**src/rtl/ctrl_decode_pipe.sv**
```systemverilog
// rtl/ctrl_decode_pipe.sv - instruction decode stage with output register, HLT drain FSM, optional perf counter (CTRL_DECODE_PERF_CNT_EN)
module ctrl_decode_pipe #(
    parameter int DATA_W       = 16,
    parameter int DRAIN_CYCLES = 3
) (
    input  logic              clk,
    input  logic              rst_n,
    input  logic              in_valid,
    output logic              in_ready,
    input  logic [DATA_W-1:0] instr,
    input  logic              flush,
    input  logic              out_ready,
    output logic              out_valid,
    output logic [2:0]        alu_op,
    output logic              reg_dst,
    output logic              branch,
    output logic              branch_reg,
    output logic              mem_read,
    output logic              mem_to_reg,
    output logic              alu_src,
    output logic              mem_write,
    output logic              reg_write,
    output logic              llb,
    output logic              lhb,
    output logic              pcs,
    output logic              halt,
    output logic [2:0]        cond,
    output logic              halted,
    output logic [15:0]       instr_count
);

    typedef enum logic [1:0] {RUN, DRAIN, HALTED} state_t;

    typedef struct packed {
        logic [2:0] alu_op;
        logic [2:0] cond;
        logic       reg_dst;
        logic       branch;
        logic       branch_reg;
        logic       mem_read;
        logic       mem_to_reg;
        logic       alu_src;
        logic       mem_write;
        logic       reg_write;
        logic       llb;
        logic       lhb;
        logic       pcs;
        logic       halt;
    } bundle_t;

    state_t     state_q, state_d;
    logic [3:0] drain_cnt_q, drain_cnt_d;
    logic       out_valid_q, out_valid_d;
    bundle_t    bundle_q, bundle_d;
    bundle_t    dec;
    logic [3:0] opcode;
    logic       accept;
    logic       unused_instr_bits;

    assign opcode            = instr[DATA_W-1 -: 4];
    assign unused_instr_bits = ^instr[DATA_W-8:0];
    assign in_ready          = (state_q == RUN) && (!out_valid_q || out_ready);
    // A flushed offer is treated as never accepted: no bundle, no HLT, no count.
    assign accept            = in_valid && in_ready && !flush;

    always_comb begin
        dec = '0;
        if (!opcode[3]) begin
            dec.alu_op    = opcode[2:0];
            dec.reg_dst   = 1'b1;
            dec.reg_write = 1'b1;
            dec.alu_src   = (opcode[2:0] == 3'd4) || (opcode[2:0] == 3'd5) || (opcode[2:0] == 3'd6);
        end else begin
            case (opcode[2:0])
                3'b000: begin
                    dec.mem_read   = 1'b1;
                    dec.mem_to_reg = 1'b1;
                    dec.reg_write  = 1'b1;
                    dec.alu_src    = 1'b1;
                end
                3'b001: begin
                    dec.mem_write = 1'b1;
                    dec.alu_src   = 1'b1;
                end
                3'b010: begin
                    dec.llb       = 1'b1;
                    dec.reg_write = 1'b1;
                end
                3'b011: begin
                    dec.lhb       = 1'b1;
                    dec.reg_write = 1'b1;
                end
                3'b100: begin
                    dec.branch = 1'b1;
                    dec.cond   = instr[DATA_W-5 -: 3];
                end
                3'b101: begin
                    dec.branch     = 1'b1;
                    dec.branch_reg = 1'b1;
                    dec.cond       = instr[DATA_W-5 -: 3];
                end
                3'b110: begin
                    dec.pcs       = 1'b1;
                    dec.reg_write = 1'b1;
                end
                default: dec.halt = 1'b1;
            endcase
        end
    end

    // Bundle is zeroed whenever it is not valid so idle outputs read as 0.
    always_comb begin
        out_valid_d = out_valid_q;
        bundle_d    = bundle_q;
        if (accept) begin
            out_valid_d = 1'b1;
            bundle_d    = dec;
        end else if (flush || out_ready) begin
            out_valid_d = 1'b0;
            bundle_d    = '0;
        end
    end

    always_comb begin
        state_d     = state_q;
        drain_cnt_d = drain_cnt_q;
        case (state_q)
            RUN: begin
                if (accept && (opcode == 4'hF)) begin
                    state_d     = DRAIN;
                    drain_cnt_d = 4'd0;
                end
            end
            DRAIN: begin
                if (flush) begin
                    state_d     = RUN;
                    drain_cnt_d = 4'd0;
                end else if (drain_cnt_q == 4'(DRAIN_CYCLES - 1)) begin
                    state_d     = HALTED;
                    drain_cnt_d = 4'd0;
                end else begin
                    drain_cnt_d = drain_cnt_q + 4'd1;
                end
            end
            default: state_d = HALTED;
        endcase
    end

    always_ff @(posedge clk) begin
        if (!rst_n) begin
            state_q     <= RUN;
            drain_cnt_q <= 4'd0;
            out_valid_q <= 1'b0;
            bundle_q    <= '0;
        end else begin
            state_q     <= state_d;
            drain_cnt_q <= drain_cnt_d;
            out_valid_q <= out_valid_d;
            bundle_q    <= bundle_d;
        end
    end

`ifdef CTRL_DECODE_PERF_CNT_EN
    logic [15:0] instr_count_q, instr_count_d;

    always_comb begin
        instr_count_d = instr_count_q;
        if (accept && (instr_count_q != 16'hFFFF)) begin
            instr_count_d = instr_count_q + 16'd1;
        end
    end

    always_ff @(posedge clk) begin
        if (!rst_n) begin
            instr_count_q <= 16'h0000;
        end else begin
            instr_count_q <= instr_count_d;
        end
    end

    assign instr_count = instr_count_q;
`else
    assign instr_count = 16'h0000;
`endif

    assign out_valid = out_valid_q;
    assign halted    = (state_q == HALTED);
    assign {alu_op, cond, reg_dst, branch, branch_reg, mem_read, mem_to_reg, alu_src,
            mem_write, reg_write, llb, lhb, pcs, halt} = bundle_q;

endmodule

```
**config.mk**
```make
export PLATFORM = sky130hd
export DESIGN_NAME = ctrl_decode_pipe
export DESIGN_NICKNAME = d
export VERILOG_FILES = /design/src/rtl/ctrl_decode_pipe.sv
export SDC_FILE = /design/constraint.sdc
export NUM_CORES = 1
export LEC_CHECK = 0
export CAP_MARGIN = 20
export CELL_PAD_IN_SITES_DETAIL_PLACEMENT = 1
export CELL_PAD_IN_SITES_GLOBAL_PLACEMENT = 2
export CORE_ASPECT_RATIO = 1.1
export CORE_MARGIN = 2
export CORE_UTILIZATION = 23
export DETAILED_ROUTE_END_ITERATION = 10
export PLACE_DENSITY_LB_ADDON = 0.1
export SYNTH_ARGS = -nofsm -noshare
export SYNTH_HDL_FRONTEND = slang
export SYNTH_SLANG_ARGS = --single-unit
export TNS_END_PERCENT = 50
```
**constraint.sdc**
```tcl
create_clock -name clk -period 2.5 [get_ports clk]
set_clock_uncertainty 0.2 [all_clocks]
set_input_delay 0.5 -clock clk [delete_from_list [all_inputs] [get_ports clk]]
set_output_delay 0.5 -clock clk [all_outputs]
set_load 0.02 [all_outputs]
```
==> flow_summary.yaml <==
placed_design:
  dp_hpwl_um: 2490
  place.gp.congestion: 0.7751
  dpl_cell_area_mm2: 0.001632
  io_buffer_count: 32
  worst_slack_at_placement_ps: -43.07
die:
  chipHeight_um: 81.47
  start_util_pct: 23.57
  rows: 28
  fp.dieW_um: 74.43
  dieArea_mm2: 0.006064
  num_io_pins: 58
  core_region_area_mm2: 0.005325
sta:
  final_min_period_over_clock_period_pct: 90.57
  unrepaired_setup_endpoints_after_global_routing: "no"
  drv_slew: 0
  report.final.hold_viol_count: 0
  setup_slack_ps: 235.9
  hold-worst-slack_ps: 253.1
  fmax_mhz: 441.7
  final_setup_violations: 0
  final.min_clock_period_ps: 2264
power:
  power_per_cell_area_mw_per_mm2: 437.3
  p_leak_nw: 0.6101
  irDropWorstVdd_mv: 0.1362
  totalPowerFinal_mw: 0.7310
worst_setup_path:
  worst-r2r-setup-slack_ps: 690
  crit_type: "register to primary output"
  worstSetupStartpointType: "register"
  crit_buf_inv: 1
  cpLargestDelayFamily: "buffers and inverters"
  critical-path-max-stage-delay_ps: 600
  slowest_stage: "clkdlybuf4s50_1"
  worst_ep_required_time_ps: 1800
  worstPathArrival_ps: 1560
  critical_path_peak_fanout: 10
  worst_setup_path_end_kind: "primary output"
  timing.critical_path.cells: "nor2b_1 > clkdlybuf4s50_1"
synthesis:
  post-synth-top-count-cell: "dfxtp_1"
  mapped_avg_cell_area_um2: 9.160
  synthXorXnorAreaFrac_pct: 0
  yosys_warnings: 0
  synth_top_cells_by_count: "24 x dfxtp_1, 18 x nor2b_1, 17 x buf_4"
  post_synth_num_cell_types: 35
  synth-edff-count: 0
  dominantRegCellSynth: "dfxtp_1"
  yosys-top-cells-area: "dfxtp_1 38%, buf_4 10%, nor2b_1 9.0%"
  number_of_flip_flops_and_latches_in_the_synthesized_netlist: 24
  synth_top_family_by_area: "simple AND/OR/NAND/NOR gates"
  synthDominantAreaCellType: "dfxtp_1"
  synth_cells: 137
  synthArstFlopShare_pct: 0
  synth_adder_area_share_pct: 2.792
  synth_mux_area_share_pct: 0
  compound_cell_area_share_of_the_yosys_netlist_pct: 18.84
  post_synth_and_or_nand_nor_area_fraction_pct: 24.83
  netlist_area_mm2: 0.001255
  synth_top_area_share_pct: 38.29
  yosysSeqAreaShare_pct: 38.29
drt:
  drc: 0
  wl_um: 3222
  ant_nets: 0
  wl_per_cell_um: 12.94
  detail_routed_via_count_per_cell: 4.201
  count_of_tritonroute_iterations_in_the_first_routing_pass: 4
  drt_iter0_drc: 59
  routed-via-count: 1046
final_layout:
  largest-register: "drain_cnt_q"
  fin_area_mm2: 0.001672
  share_of_final_layout_standard_cells_stronger_than_drive_strength_1_pct: 9.770
  antennaDiodeCount: 0
  layout-area-overhead-vs-synth_pct: 33.20
  largest_register_ffs: 4
  nNetsFinal: 199
global_routing:
  grt_first_pass_wirelength_um: 5209
  grt_pass1_vias: 1064
  grt_max_degree: 14
  groute.usage.overall_pct: 11.02
  grt_overflow_total: 0
  initial_antenna_violation_count: 0
clock_network:
  clock_pin_slew_on_the_worst_setup_and_hold_paths_ps: 80
  htree_levels: 1
  clock_tree.buffer_depth: 2
  clock_tree_from_tritoncts: "yes"
  cts_root_buffer: "clkbuf_8"
  insertion_delay_ps: 260
  post_cts_hold_buffer_count: 0
  number_of_buffers_added_by_the_clock_tree_synthesis_step: 3
  cts.sinks: 24
run_status:
  run_status: "completed"
run:
  max-cap-violations: 0
min_path:
  worstHoldPathType: "register to register"
-- what timing repair did --
action | in CTS | in global routing
buffers inserted | 0 | 0
gates resized for setup | 1 | 0
endpoints found under the setup margin | 1 | 0
-- final timing paths --
check,startpoint,cells past startpoint,end
worst max-delay path,state_q[1],2,halted
worst min-delay path,pcs,2,pcs
worst max register to register,state_q[1],5,cond[1]
worst min register to register,pcs,2,pcs
-- cell type report --
cell class | instances | area [um2]
clock buffers | 3 | 41.29
fillers | 651 | 3654
inverters | 3 | 11.26
multi-input cells | 101 | 643.1
flip-flops and latches | 24 | 480.5
well taps | 75 | 93.84
repair buffers | 43 | 401.6
-- cell usage in the layout (no fill, tap or decap), drive strengths merged, types with 2 or more instances in the layout --
| master | Yosys | routed |
|---|---|---|
| clkdlybuf4s50 | 0 | 31 |
| dfxtp | 24 | 24 |
| nor2b | 18 | 18 |
| conb | 1 | 16 |
| buf | 20 | 11 |
| a22oi | 10 | 10 |
| a21boi | 8 | 8 |
| nand2 | 7 | 7 |
| nor2 | 6 | 6 |
| a21oi | 4 | 4 |
| inv | 3 | 3 |
| nor3b | 3 | 3 |
| a32oi | 3 | 3 |
| clkbuf | 4 | 3 |
| nor3 | 2 | 2 |
| nand2b | 2 | 2 |
| o21ai | 2 | 2 |
| nand3 | 2 | 2 |
| a21o | 2 | 2 |
| ha | 2 | 2 |
-- layer usage --
layer	GRT usage (%)	part of all wire (%)
met1	14.69	47
met2	17.96	48
met3	2.209	4.5
met4	3.214	0.59
met5	0	0
-- cells by family (layout without fill, tap and decap cells) --
family	after synthesis	after routing
AND/OR/NAND/NOR	49	49
AO/OA/AOI/OAI	33	33
buffers and inverters	27	49
flip-flops	24	24
adder cells (fa/ha/maj)	3	3
other	1	16
-- worst register-to-register path, cell delays in order, from the launching register on --
cell	delay, ps
dfxtp_1	420
or3b_4	470
o21a_1	210
buf_4	170
a22oi_1	180
nor2b_1	60
-- power breakdown --
group / total [mW] / switching (mW) / internal (mW)
clock: 0.225 / 0.118 / 0.108
sequential: 0.390 / 0.00321 / 0.387
combinational: 0.116 / 0.0662 / 0.0497
total: 0.731 / 0.187 / 0.544
-- through the flow --
stage	setup TNS (ps)	util (%)	std cells
2_1_floorplan	0	-	152
4_1_cts	0	31.39	249
3_3_place_gp	0	30.64	246
6_report	0	31.39	249
5_1_grt	0	31.39	249
3_5_place_dp	-43.07	30.64	246
Note: power is estimated with default switching activity, not from simulation.
